File: config.mk
export PLATFORM = sky130hd
export DESIGN_NAME = meas_window_sched
export DESIGN_NICKNAME = d
export VERILOG_FILES = /design/src/rtl/meas_window_sched.sv
export SDC_FILE = /design/constraint.sdc
export NUM_CORES = 1
export LEC_CHECK = 0
export BUFFER_PORTS_ARGS = -buffer_cell sky130_fd_sc_hd__buf_2
export CAP_MARGIN = 0
export CORE_ASPECT_RATIO = 0.9
export CORE_MARGIN = 2
export CORE_UTILIZATION = 52
export DETAILED_ROUTE_END_ITERATION = 8
export GPL_ROUTABILITY_DRIVEN = 0
export PLACE_DENSITY_LB_ADDON = 0.3
export SLEW_MARGIN = 40
export SYNTH_ARGS = -nofsm -noshare
export SYNTH_HDL_FRONTEND = slang
export SYNTH_SLANG_ARGS = --single-unit
export TNS_END_PERCENT = 30
File: constraint.sdc
create_clock -name clk -period 2.2 [get_ports clk]
set_clock_uncertainty 0.05 [all_clocks]
set_input_delay 0.22 -clock clk [delete_from_list [all_inputs] [get_ports clk]]
set_output_delay 0.22 -clock clk [all_outputs]
set_load 0.01 [all_outputs]
File: src/rtl/meas_window_sched.sv
// Round-robin scheduler sharing one event counter among NREQ requesters.
// Each grant runs a window of window_len cycles and reports the event count.
module meas_window_sched #(
  parameter int NREQ  = 4,
  parameter int CNT_W = 12,
  parameter int WIN_W = 16,
  localparam int IDW  = $clog2(NREQ)
) (
  input  logic             clk,
  input  logic             reset,
  input  logic [NREQ-1:0]  req,
  input  logic [WIN_W-1:0] window_len,
  input  logic [NREQ-1:0]  event_in,
  output logic [NREQ-1:0]  grant,
  output logic             busy,
  output logic             result_valid,
  output logic [IDW-1:0]   result_id,
  output logic [CNT_W-1:0] result_count,
  output logic             result_sat
);

  typedef enum logic [1:0] {IDLE, ARM, COUNT, REPORT} state_t;

  state_t           state;
  state_t           state_next;
  logic [IDW-1:0]   sel;
  logic [IDW-1:0]   sel_inc;
  logic [IDW-1:0]   rr_ptr;
  logic [WIN_W-1:0] remaining;
  logic [CNT_W-1:0] cnt;
  logic [CNT_W-1:0] cnt_next;
  logic             sat;
  logic             sat_next;
  logic             pick_found;
  logic [IDW-1:0]   pick_idx;

  assign sel_inc = (sel == IDW'(NREQ - 1)) ? '0 : sel + IDW'(1);

  // First set request at or above rr_ptr, wrapping modulo NREQ.
  always_comb begin
    pick_found = 1'b0;
    pick_idx   = '0;
    for (int k = 0; k < NREQ; k++) begin
      int idx;
      idx = int'(rr_ptr) + k;
      if (idx >= NREQ) idx = idx - NREQ;
      if (!pick_found && req[IDW'(idx)]) begin
        pick_found = 1'b1;
        pick_idx   = IDW'(idx);
      end
    end
  end

  always_comb begin
    cnt_next = cnt;
    sat_next = sat;
    if (event_in[sel]) begin
      if (cnt == '1) sat_next = 1'b1;
      else           cnt_next = cnt + CNT_W'(1);
    end
  end

  always_ff @(posedge clk) begin
    if (reset) state <= IDLE;
    else       state <= state_next;
  end

  // Dropping the owner's request aborts the window, even on its last cycle.
  always_comb begin
    state_next = state;
    case (state)
      IDLE:    if (pick_found) state_next = ARM;
      ARM: begin
        if (!req[sel])               state_next = IDLE;
        else if (window_len == '0)   state_next = REPORT;
        else                         state_next = COUNT;
      end
      COUNT: begin
        if (!req[sel])                      state_next = IDLE;
        else if (remaining == WIN_W'(1))    state_next = REPORT;
      end
      REPORT:  state_next = IDLE;
      default: state_next = IDLE;
    endcase
  end

  always_comb begin
    busy = (state != IDLE);
  end

  // Results are loaded on entry to REPORT so they are valid with the pulse.
  always_ff @(posedge clk) begin
    if (reset) begin
      grant        <= '0;
      sel          <= '0;
      rr_ptr       <= '0;
      remaining    <= '0;
      cnt          <= '0;
      sat          <= 1'b0;
      result_valid <= 1'b0;
      result_id    <= '0;
      result_count <= '0;
      result_sat   <= 1'b0;
    end else begin
      result_valid <= 1'b0;
      case (state)
        IDLE: begin
          if (pick_found) begin
            sel   <= pick_idx;
            grant <= NREQ'(1) << pick_idx;
          end
        end
        ARM: begin
          remaining <= window_len;
          cnt       <= '0;
          sat       <= 1'b0;
        end
        COUNT: begin
          remaining <= remaining - WIN_W'(1);
          cnt       <= cnt_next;
          sat       <= sat_next;
        end
        REPORT:  rr_ptr <= sel_inc;
        default: ;
      endcase
      if (state == ARM || state == COUNT) begin
        if (state_next == IDLE) begin
          grant  <= '0;
          rr_ptr <= sel_inc;
        end else if (state_next == REPORT) begin
          grant        <= '0;
          result_valid <= 1'b1;
          result_id    <= sel;
          result_count <= (state == COUNT) ? cnt_next : '0;
          result_sat   <= (state == COUNT) ? sat_next : 1'b0;
        end
      end
    end
  end

endmodule
==> results.json <==
{
  "synth_ff_type": "dfxtp_1",
  "htreeDepth": 2,
  "die_h_um": 78.3,
  "ys_seq_area_frac": 0.345,
  "synthesis.nets": 439,
  "ys_ff_latch": 55,
  "hold_violations": 0,
  "tritoncts": "done",
  "violations": "setup timing",
  "cts_root_buf": "clkbuf_8",
  "cts.sinks": 55,
  "drv_slew": 0,
  "multi_input_area_um2": 1990,
  "grt_max_degree": 38,
  "outcome": "finished, violations left",
  "synthTopCellsByArea": "dfxtp_1 35%, a21oi_1 6.6%, nor2_1 4.7%, o21ai_0 4.7%, nand2_1 4.6%",
  "yosys.area.top_type_share": 0.345,
  "endpoint_kind": "register",
  "grt-ovfl-total": 0,
  "antenna_found_initial": 0,
  "grt_pass1_wl_um": 14600,
  "netlist-cell-type-count": 53,
  "path_max_fanout": 9,
  "synthArstFlopShare": 0,
  "area.growth.synth_to_final_pct": 27.5,
  "p_leak_nw": 1.79,
  "layout-drive-gt1-share": 0.274,
  "critical_path_class": "reg -> reg",
  "syn_avg_cell_area_um2": 7.90,
  "max_freq_mhz": 408,
  "rsz0062_at_grt": "true",
  "finalSetupViolCount": 21,
  "dp_hpwl_um": 6460,
  "final_cell_mix": "62 x buf_4, 53 x dfxtp_1, 46 x buf_2, 41 x a21oi_1, 40 x nor2_1",
  "worstHoldPathType": "in -> reg",
  "fin_ws_ns": -0.249,
  "fp.dieW_um": 86.6,
  "critical_path_arrival_ns": 2.65,
  "start_util": 0.531,
  "n_fill_cell": 520,
  "dp_cells": 556,
  "relSlewSlack": 0.681,
  "pin_count": 47,
  "fin_crit_ns": 2.45,
  "path_clk_slew_ns": 0.11,
  "diodes": 0,
  "finalNonFillerCells": 569,
  "nets": 531,
  "drtIter0Drc": 227,
  "finalCritPeriodShare": 1.11,
  "rows": 27,
  "wl_per_cell_um": 15.6,
  "io_buffers": 46,
  "first_pass_iters": 5,
  "tightestPinTransition_ns": 0.478,
  "yosysWarningCount": 0,
  "hold_buffers": 0,
  "clockBufferDepth": 2,
  "final.setup.tns_ns": -3.72,
  "grt_pass1_vias": 3274,
  "core_um2": 6010,
  "hold_ws_ns": 0.188,
  "numCtsBuffers": 5,
  "register_area_um2": 1100,
  "track_usage": 0.266,
  "clk_latency_ns": 0.32,
  "dieArea_um2": 6780,
  "cp-start-kind": "register",
  "drc": 0,
  "synth_area_um2": 3190,
  "maxCapViolCount": 0,
  "worstPathRequired_ns": 2.40,
  "vias": 3449,
  "ir_drop_mv": 0.310,
  "finalWirelength_um": 8900,
  "p_per_area_nw_per_um2": 599,
  "syn_inst": 404,
  "final_common_cell": "buf_4",
  "synth_edf_count": 0,
  "drtAntennaViolNets": 0,
  "synth_top_area_cell": "dfxtp_1",
  "viasPerCell": 6.06
}
==> critical path, cell delays in order (launching register included) <==
cell and delay (ns):
dfxtp_1 0.32, or3_4 0.41, nor4_4 0.35, nand3_2 0.12, a221o_1 0.43, buf_4 0.20, or3_1 0.37, a21oi_1 0.14
==> Yosys cell counts (4+ instances only) <==
cell type  count
dfxtp_1       55
a21oi_1       42
nor2_1        40
nand2_1       39
o21ai_0       30
clkbuf_1      23
nand3_1       18
inv_1         14
nor3_1        13
a211oi_1      10
nand4_1       10
ha_1           9
mux2i_1        8
a22oi_1        6
or3_1          6
o211a_1        5
xor2_1         5
a41o_1         4
nor4_1         4
o22ai_1        4
o32ai_1        4
or4_1          4
==> power breakdown <==
part	leakage (nW)	internal, mW	total, mW	switching (mW)
registers	0.448	1.05	1.10	0.0478
clock network	0.0443	0.228	0.583	0.354
logic	1.30	0.327	0.753	0.427
==> metrics by stage <==
stage | instance area (µm²) | setup slack (ns) | power (mW) | utilization
after detailed placement | 3900 | -0.272 | 1.83 | 0.648
after floorplan | 3210 | -0.0517 | 1.56 | -
after CTS | 4040 | -0.222 | 2.42 | 0.672
final | 4070 | -0.249 | 2.44 | 0.677
after global placement | 3900 | -0.188 | 1.81 | 0.648
after global routing | 4070 | -0.369 | 2.56 | 0.677
==> final timing paths <==
kind | slack (ns) | to | depth (start not counted) | start
min reg2reg | 0.41 | sat | 2 | sat
min | 0.19 | remaining[3] | 3 | window_len[3]
max | -0.25 | result_sat | 7 | remaining[8]
max reg2reg | -0.25 | result_sat | 7 | remaining[8]
==> final cells by class <==
cell class / instances / area share
multi-input combinational: 310 / 0.490
tap: 72 / 0.0221
clock buffer: 5 / 0.0169
inverter: 14 / 0.0129
clock inverter: 3 / 0.00615
timing repair buffer: 110 / 0.181
sequential: 55 / 0.271
==> registers in the layout, summed over array words and instances, names as in the netlist <==
register      flops
remaining        16
cnt              12
result_count     12
grant             4
result_id         2
rr_ptr            2
sel               2
state             2
result_sat        1
result_valid      1
sat               1
==> metal layers <==
layer / global-route usage / wire (µm) / vias to the layer above
li1: - / - / 1693
met1: 0.334 / 3840 / 1630
met2: 0.463 / 4430 / 107
met3: 0.0452 / 466 / 19
met4: 0.0797 / 162 / 0
met5: 0 / 0 / -
==> timing repair <==
item	4_1_cts	5_1_grt
endpoints found under the hold margin	0	0
setup endpoints to repair	20	23
gates resized for setup	3	6
pin swaps	2	1
setup buffers	4	1
==> cell families (layout without fill, tap and decap cells) <==
group | Yosys count | count (layout) | share of synthesized area
AOI/OAI and AO/OA | 129 | 129 | 0.264
muxes | 12 | 12 | 0.0463
DFF | 55 | 55 | 0.345
and+or+nand+nor | 155 | 155 | 0.247
adders and majority gates | 9 | 9 | 0.0353
xor gates and xnor gates | 5 | 5 | 0.0137
buffers and inverters | 39 | 132 | 0.0486
Power figures use the tool's default switching activity.
